[config.mk]
export PLATFORM = sky130hd
export DESIGN_NAME = exc_ctrl_flat
export DESIGN_NICKNAME = d
export VERILOG_FILES = /design/src/rtl/exc_ctrl_if.sv /design/src/rtl/exc_ctrl.sv /design/src/flat_wrapper.sv
export SDC_FILE = /design/constraint.sdc
export NUM_CORES = 1
export LEC_CHECK = 0
export BUFFER_PORTS_ARGS = -buffer_cell sky130_fd_sc_hd__buf_4
export CORE_MARGIN = 8
export CORE_UTILIZATION = 48
export CTS_CLUSTER_SIZE = 10
export DETAILED_ROUTE_END_ITERATION = 12
export MAX_ROUTING_LAYER = met4
export PLACE_DENSITY = 0.87
export SYNTH_ARGS = -nofsm -noshare
export SYNTH_HDL_FRONTEND = slang
export SYNTH_SLANG_ARGS = --single-unit
[constraint.sdc]
create_clock -name clk -period 2.4 [get_ports clk]
set_clock_uncertainty 0.1 [all_clocks]
set_input_delay 0.72 -clock clk [delete_from_list [all_inputs] [get_ports clk]]
set_output_delay 0.72 -clock clk [all_outputs]
set_load 0.01 [all_outputs]
[src/rtl/exc_ctrl_if.sv]
// rtl/exc_ctrl_if.sv - exception request/redirect bundle between pipeline and exc_ctrl
// master: pipeline side raising requests; slave: the exception controller.
interface exc_ctrl_if #(
  parameter int CNT_W = 4
);
  logic             undef_req;
  logic [31:0]      undef_pc;
  logic             ovf_req;
  logic [31:0]      ovf_pc;
  logic             eret;
  logic             pc_redirect;
  logic [31:0]      pc_target;
  logic             flush_if_id;
  logic             flush_id_ex;
  logic             flush_ex_mem;
  logic [31:0]      epc;
  logic [1:0]       cause;
  logic             in_handler;
  logic [CNT_W-1:0] masked_cnt;

  modport master (
    output undef_req, undef_pc, ovf_req, ovf_pc, eret,
    input  pc_redirect, pc_target, flush_if_id, flush_id_ex, flush_ex_mem,
    input  epc, cause, in_handler, masked_cnt
  );

  modport slave (
    input  undef_req, undef_pc, ovf_req, ovf_pc, eret,
    output pc_redirect, pc_target, flush_if_id, flush_id_ex, flush_ex_mem,
    output epc, cause, in_handler, masked_cnt
  );
endinterface

[src/rtl/exc_ctrl.sv]
// rtl/exc_ctrl.sv - exception sequencing FSM: EPC/Cause capture, flush, redirect, return
// Every output is a register; the next-state logic precomputes next-cycle output values.
module exc_ctrl #(
  parameter logic [31:0] HANDLER_ADDR = 32'h0000_FFFC,
  parameter int          CNT_W        = 4
) (
  input logic       clk,
  input logic       reset,
  exc_ctrl_if.slave bus
);

  typedef enum logic [1:0] {
    S_IDLE,
    S_FLUSH,
    S_HANDLER,
    S_RETURN
  } state_t;

  localparam logic [1:0] CAUSE_NONE  = 2'd0;
  localparam logic [1:0] CAUSE_UNDEF = 2'd1;
  localparam logic [1:0] CAUSE_ARITH = 2'd2;

  // flush bit order: {if_id, id_ex, ex_mem}
  localparam logic [2:0] FLUSH_OVF   = 3'b111;
  localparam logic [2:0] FLUSH_FRONT = 3'b110;

  state_t           state_q, state_d;
  logic [31:0]      epc_q, epc_d;
  logic [1:0]       cause_q, cause_d;
  logic [CNT_W-1:0] cnt_q, cnt_d;
  logic             redirect_q, redirect_d;
  logic [31:0]      target_q, target_d;
  logic [2:0]       flush_q, flush_d;
  logic             in_handler_q, in_handler_d;
  logic             any_req;

  assign any_req = bus.ovf_req | bus.undef_req;

  always_comb begin
    state_d      = state_q;
    epc_d        = epc_q;
    cause_d      = cause_q;
    cnt_d        = cnt_q;
    redirect_d   = 1'b0;
    target_d     = 32'd0;
    flush_d      = 3'b000;
    in_handler_d = 1'b0;

    case (state_q)
      S_IDLE: begin
        // overflow wins: its instruction is older than the one in decode
        if (bus.ovf_req) begin
          epc_d      = bus.ovf_pc;
          cause_d    = CAUSE_ARITH;
          flush_d    = FLUSH_OVF;
          redirect_d = 1'b1;
          target_d   = HANDLER_ADDR;
          state_d    = S_FLUSH;
        end else if (bus.undef_req) begin
          epc_d      = bus.undef_pc;
          cause_d    = CAUSE_UNDEF;
          flush_d    = FLUSH_FRONT;
          redirect_d = 1'b1;
          target_d   = HANDLER_ADDR;
          state_d    = S_FLUSH;
        end
      end
      S_FLUSH: begin
        state_d      = S_HANDLER;
        in_handler_d = 1'b1;
      end
      S_HANDLER: begin
        if (bus.eret) begin
          state_d    = S_RETURN;
          redirect_d = 1'b1;
          target_d   = epc_q + 32'd4;
          flush_d    = FLUSH_FRONT;
        end else begin
          in_handler_d = 1'b1;
        end
      end
      S_RETURN: begin
        state_d = S_IDLE;
        cause_d = CAUSE_NONE;
      end
      default: state_d = S_IDLE;
    endcase

    if (state_q != S_IDLE && any_req && cnt_q != {CNT_W{1'b1}}) begin
      cnt_d = cnt_q + CNT_W'(1);
    end
  end

  always_ff @(posedge clk) begin
    if (reset) begin
      state_q      <= S_IDLE;
      epc_q        <= 32'd0;
      cause_q      <= CAUSE_NONE;
      cnt_q        <= '0;
      redirect_q   <= 1'b0;
      target_q     <= 32'd0;
      flush_q      <= 3'b000;
      in_handler_q <= 1'b0;
    end else begin
      state_q      <= state_d;
      epc_q        <= epc_d;
      cause_q      <= cause_d;
      cnt_q        <= cnt_d;
      redirect_q   <= redirect_d;
      target_q     <= target_d;
      flush_q      <= flush_d;
      in_handler_q <= in_handler_d;
    end
  end

  assign bus.pc_redirect  = redirect_q;
  assign bus.pc_target    = target_q;
  assign bus.flush_if_id  = flush_q[2];
  assign bus.flush_id_ex  = flush_q[1];
  assign bus.flush_ex_mem = flush_q[0];
  assign bus.epc          = epc_q;
  assign bus.cause        = cause_q;
  assign bus.in_handler   = in_handler_q;
  assign bus.masked_cnt   = cnt_q;

endmodule
[src/flat_wrapper.sv]
// flat-port wrapper written by rule: the top's interface ports become plain ports
module exc_ctrl_flat 
#(
  parameter logic [31:0] HANDLER_ADDR = 32'h0000_FFFC,
  parameter int          CNT_W        = 4
)
  (clk, reset, bus_undef_req, bus_undef_pc, bus_ovf_req, bus_ovf_pc, bus_eret, bus_pc_redirect, bus_pc_target, bus_flush_if_id, bus_flush_id_ex, bus_flush_ex_mem, bus_epc, bus_cause, bus_in_handler, bus_masked_cnt);
  exc_ctrl_if #(.CNT_W(CNT_W)) bus_i ();
  input logic clk;
  input logic reset;
  input wire logic [$bits(bus_i.undef_req)-1:0] bus_undef_req;
  input wire logic [$bits(bus_i.undef_pc)-1:0] bus_undef_pc;
  input wire logic [$bits(bus_i.ovf_req)-1:0] bus_ovf_req;
  input wire logic [$bits(bus_i.ovf_pc)-1:0] bus_ovf_pc;
  input wire logic [$bits(bus_i.eret)-1:0] bus_eret;
  output wire logic [$bits(bus_i.pc_redirect)-1:0] bus_pc_redirect;
  output wire logic [$bits(bus_i.pc_target)-1:0] bus_pc_target;
  output wire logic [$bits(bus_i.flush_if_id)-1:0] bus_flush_if_id;
  output wire logic [$bits(bus_i.flush_id_ex)-1:0] bus_flush_id_ex;
  output wire logic [$bits(bus_i.flush_ex_mem)-1:0] bus_flush_ex_mem;
  output wire logic [$bits(bus_i.epc)-1:0] bus_epc;
  output wire logic [$bits(bus_i.cause)-1:0] bus_cause;
  output wire logic [$bits(bus_i.in_handler)-1:0] bus_in_handler;
  output wire logic [$bits(bus_i.masked_cnt)-1:0] bus_masked_cnt;
  assign bus_i.undef_req = bus_undef_req;
  assign bus_i.undef_pc = bus_undef_pc;
  assign bus_i.ovf_req = bus_ovf_req;
  assign bus_i.ovf_pc = bus_ovf_pc;
  assign bus_i.eret = bus_eret;
  assign bus_pc_redirect = bus_i.pc_redirect;
  assign bus_pc_target = bus_i.pc_target;
  assign bus_flush_if_id = bus_i.flush_if_id;
  assign bus_flush_id_ex = bus_i.flush_id_ex;
  assign bus_flush_ex_mem = bus_i.flush_ex_mem;
  assign bus_epc = bus_i.epc;
  assign bus_cause = bus_i.cause;
  assign bus_in_handler = bus_i.in_handler;
  assign bus_masked_cnt = bus_i.masked_cnt;
  exc_ctrl #(.HANDLER_ADDR(HANDLER_ADDR), .CNT_W(CNT_W)) u_core (.clk(clk), .reset(reset), .bus(bus_i));
endmodule
Word level (Yosys, flattened, before mapping)

Index checks and enable logic that the tools add are counted.

Add/sub/neg operators: 2
Equal/unequal tests: 6
Multiplexer cells: 22
Bitwise logic cells: 1
Reduce and logical (&&, ||, !) cells: 9

Operator list:

| cell                                          | number |
|---|---|
| 2-to-1 mux 32 bit                             | 4 |
| case mux 32 bit (2 select lines)              | 1 |
| adder 32 x 3 -> 32 bit, second input constant | 1 |
| 2-to-1 mux 16 bit                             | 1 |
| 2-to-1 mux 3 bit                              | 3 |
| 2-to-1 mux 2 bit                              | 4 |
| case mux 2 bit (4 select lines)               | 1 |
| case mux 3 bit (2 select lines)               | 1 |
| AND reduction 2 bit                           | 3 |
| nonzero test 2 bit                            | 3 |
| adder 4 x 1 -> 4 bit, second input constant   | 1 |
| == test 2 bit, second input constant          | 2 |
| 2-to-1 mux 1 bit                              | 4 |
| != test 4 bit, second input constant          | 1 |
| case mux 1 bit (2 select lines)               | 2 |
| case mux 2 bit (2 select lines)               | 1 |
| != test 3 bit, second input constant          | 1 |
| == test 2 x 1 -> 1 bit, second input constant | 1 |
| logical AND 1 bit                             | 2 |
| zero test 2 bit                               | 1 |
| != test 2 bit, second input constant          | 1 |
| bitwise OR 1 bit                              | 1 |

Flip-flop bits (word level): 77
Output and inout bits: 75
Logic and storage cells: 48

Logic depth before layout (Yosys ltp)

Word-level depth: 3
Mapped depth: 8

Least setup slack after synthesis

OpenSTA, ideal clock, no wires.

Kind: in2reg
From: in bus_ovf_req
To: reg u_core.epc_q[0], in the netlist u_core.bus.epc[0]
Library setup time: 0.137 ns
Arrival: 2.028 ns
Required time: 2.163 ns
Setup slack: 0.135 ns
Stages: 6
Path buffers: 3
Cells stage by stage: clkbuf_1 > nor2_1 > nor2b_1 > clkbuf_1 > buf_1 > a211oi_1

Cells in the longest elaborated chain, start to end: 2
Elaborated cells between the ends (all ways): 3

Ends and longest elaborated chain:

| what                                 | line               | source |
|---|---|---|
| start, declared                      | flat_wrapper.sv:13 | `input wire logic [$bits(bus_i.ovf_req)-1:0] bus_ovf_req;` |
| nonzero test 2 bit (no source line)  | --                 |  |
| AND reduction 2 bit (no source line) | --                 |  |
| end signal, assigned                 | exc_ctrl.sv:106    | `epc_q <= epc_d;` |
| end, declared                        | exc_ctrl.sv:28     | `logic [31:0] epc_q, epc_d;` |

Parallel ways exist; a longest one is shown, timed or not.
A chain may end at the register's enable or synchronous reset.

Worst setup path after layout

From: reg u_core.epc_q[2], in the netlist u_core.bus.epc[2]
To: reg u_core.target_q[24], in the netlist u_core.bus.pc_target[24]

Cells in the longest elaborated chain, start to end: 3

Ends and longest elaborated chain:

| what                             | line            | source |
|---|---|---|
| adder 32 x 3 -> 32 bit           | exc_ctrl.sv:76  | `target_d = epc_q + 32'd4;` |
| 2-to-1 mux 32 bit                | exc_ctrl.sv:73  | `if (bus.eret) begin` |
| case mux 32 bit (2 select lines) | exc_ctrl.sv:49  | `case (state_q)` |
| end signal, assigned             | exc_ctrl.sv:110 | `target_q <= target_d;` |
| end, declared                    | exc_ctrl.sv:32  | `logic [31:0] target_q, target_d;` |

No other way between the ends.

==> impl_metrics.json <==
{
  "powerDensity_nw_per_um2": 1050,
  "start_util_pct": 48.6,
  "hold_viol": 0,
  "holdWs_ps": 394,
  "grt_pass1_wl_um": 16500,
  "max_freq_mhz": 446,
  "areaGrowthSynthToFinish_pct": 40.8,
  "hold_depth": 1,
  "synthCells": 387,
  "timing.rr.end": "u_core.bus.pc_target[24]",
  "cts-root-buf": "clkbuf_8",
  "syn-num-nets": 462,
  "io_pins": 144,
  "layout_min_cycle_time_ps": 2240,
  "cp-start-kind": "register",
  "synth_edf_count": 0,
  "crit_type": "register to register",
  "gr-total-overflow": 0,
  "clock_latency_ps": 340,
  "dp_cells": 622,
  "slew_headroom_pct": 32.8,
  "die_h_um": 101,
  "gp_congestion": 0.892,
  "setup_tns_ps": 0,
  "worstSetupEndpointType": "register",
  "min_to": "u_core.bus.pc_target[0]",
  "cts_tree": "done",
  "grt_max_degree": 48,
  "worstHoldPathType": "register to register",
  "drc": 0,
  "leakagePower_nw": 2.16,
  "timing.rr.start": "u_core.bus.epc[2]",
  "synth_area_leaders": "dfxtp_1 (44%), mux2i_1 (10%), a211oi_1 (7.0%)",
  "dpl.hpwl_um": 8270,
  "yosysWarnings": 0,
  "finalSetupViolCount": 0,
  "cp_max_fo": 6,
  "worst_ep_required_time_ps": 2570,
  "rsz0062_at_grt": "no",
  "reg2reg_slack_ps": 160,
  "rr_worst_depth": 5,
  "die_w_um": 101,
  "post_cts.repair.setup_buffers": 0,
  "postCtsResizedCells": 0,
  "maxCapViolCount": 0,
  "htree_levels": 3,
  "min_from": "u_core.bus.epc[0]",
  "async_reset_ff_share_pct": 0,
  "fin_ws_ps": 160,
  "yosysSeqAreaShare_pct": 44.1,
  "rows": 31,
  "vias_per_cell": 5.59,
  "final_area_um2": 4860,
  "cts_sinks": 76,
  "grt_pass1_vias": 3508,
  "placed_cell_area_um2": 4680,
  "worstPathArrival_ps": 2410,
  "final_cells": 637,
  "antenna_found_initial": 0,
  "fin_crit_sh_pct": 93.3,
  "io_buffers": 143,
  "ir_drop_mv": 0.884,
  "syn_area_per_cell_um2": 8.92,
  "drive_gt1_share_pct": 32.9,
  "cts.path.max_buffers": 2,
  "grt_use_total_pct": 20.9,
  "antenna_cells": 0,
  "numCtsBuffers": 9,
  "syn_area_um2": 3450,
  "synth_flop_cell": "dfxtp_1",
  "vias": 3564,
  "hold_buffers": 0,
  "drtIter0Drc": 148,
  "synth_top_area_cell": "dfxtp_1",
  "drt_pass1_iterations": 5,
  "status": "finished, final reports clean",
  "place_ws_ps": -51.1,
  "core_um2": 7100,
  "nNetsFinal": 610,
  "worst_slew_pin_slew_ps": 1000,
  "die-area_um2": 10200,
  "synth_seq_cells": 76,
  "wire_per_inst_um": 17.1,
  "maxSlewViolCount": 0,
  "synth_top_area_share_pct": 44.1,
  "postRouteWirelength_um": 10900,
  "synth.distinct_cells": 38,
  "clk_pin_slew_ps": 70,
  "ant_nets": 0
}
[layout by cell type (no fill, tap or decap), types with 2 or more instances in the layout]
master,n
nor2_1,52
xor2_1,5
xnor2_1,7
o21ai_0,14
nor4_1,2
and2_1,4
mux2i_1,35
clkbuf_8,9
a211oi_1,32
clkbuf_1,2
a21oi_1,28
buf_4,160
or4_1,11
nand2_1,19
dfxtp_1,76
and3_1,6
clkinv_2,2
o31ai_1,10
and4_1,5
nand3_1,16
nor3_1,5
ha_1,6
inv_1,5
or3_1,6
nand4_1,6
[power breakdown]
| part | total [W] | switching [W] | internal [W] |
|---|---|---|---|
| logic | 0.00224 | 0.00120 | 0.00104 |
| clock network | 0.000887 | 0.000420 | 0.000466 |
| registers | 0.00197 | 0.000347 | 0.00163 |
| total | 0.00510 | 0.00197 | 0.00313 |
[area by class of cell]
class / instances / area, µm²
clock buffers: 11 / 131
clock inverters: 3 / 40.0
fillers: 572 / 2240
inverters: 5 / 18.8
multi-input cells: 283 / 1830
flip-flops and latches: 76 / 1520
well taps: 99 / 124
repair buffers: 160 / 1200
[metrics by stage]
stage	total power (W)	util, %
after floorplan	0.00310	-
after global placement	0.00408	66.0
after detailed placement	0.00419	66.0
after CTS	0.00507	68.4
after global routing	0.00540	68.5
final	0.00510	68.5
[flip-flops by register name (all words and copies together), names as in the netlist]
signal	cells
u_core.bus.masked_cnt	4
u_core.flush_q	2
u_core.bus.pc_target	32
u_core.state_q	2
u_core.bus.cause	2
u_core.bus.in_handler	1
u_core.bus.epc	32
u_core.bus.pc_redirect	1
[cells in the mapped netlist (all sizes together) (2+ instances only)]
cell and count:
inv 5, dfxtp 76, nor2 52, mux2i 35, nand2 19, nor3 5, buf 8, nand4 7
a21oi 28, xor2 5, and4 5, or3 6, or4 12, o21ai 15, and3 6, a211oi 32
nand3 16, xnor2 7, nor2b 2, o31ai 10, ha 6, nor4 2, clkbuf 16, and2 4
[layer usage]
layer  wire, µm  vias up  global-route usage (%)
met5          0        -                       -
met4        251        0                    7.79
met3        847       25                    5.04
met2       5700      160                    37.9
met1       4090     1669                    21.4
li1           -     1710                       -
[kinds of logic after synthesis]
kind of cell | synth area share [%]
fa+ha+maj | 2.17
simple gates | 21.0
flops | 44.1
compound gates | 16.0
mux | 10.1
buf+inv | 3.52
xor+xnor | 3.04
[worst max-delay path, stage by stage (launching register included)]
cell     delay [ps]
dfxtp_1         360
ha_1            290
nand3_1         160
or4_1           670
or4_1           440
a21oi_1         140
[worst max-delay path by stage]
| stage | depth (start not counted) | end | slack, ps | startpoint |
|---|---|---|---|---|
| 2_1_floorplan | 6 | u_core.bus.epc[0] | 130 | bus_ovf_req |
| 3_3_place_gp | 6 | u_core.bus.epc[22] | 30 | bus_undef_req |
| 3_5_place_dp | 6 | u_core.bus.epc[28] | -50 | bus_undef_req |
| 4_1_cts | 6 | u_core.bus.epc[28] | 170 | u_core.state_q[0] |
| 5_1_grt | 5 | u_core.bus.pc_target[24] | 110 | u_core.bus.epc[2] |
| 6_report | 5 | u_core.bus.pc_target[24] | 160 | u_core.bus.epc[2] |
(Power assumes the default switching activity.)
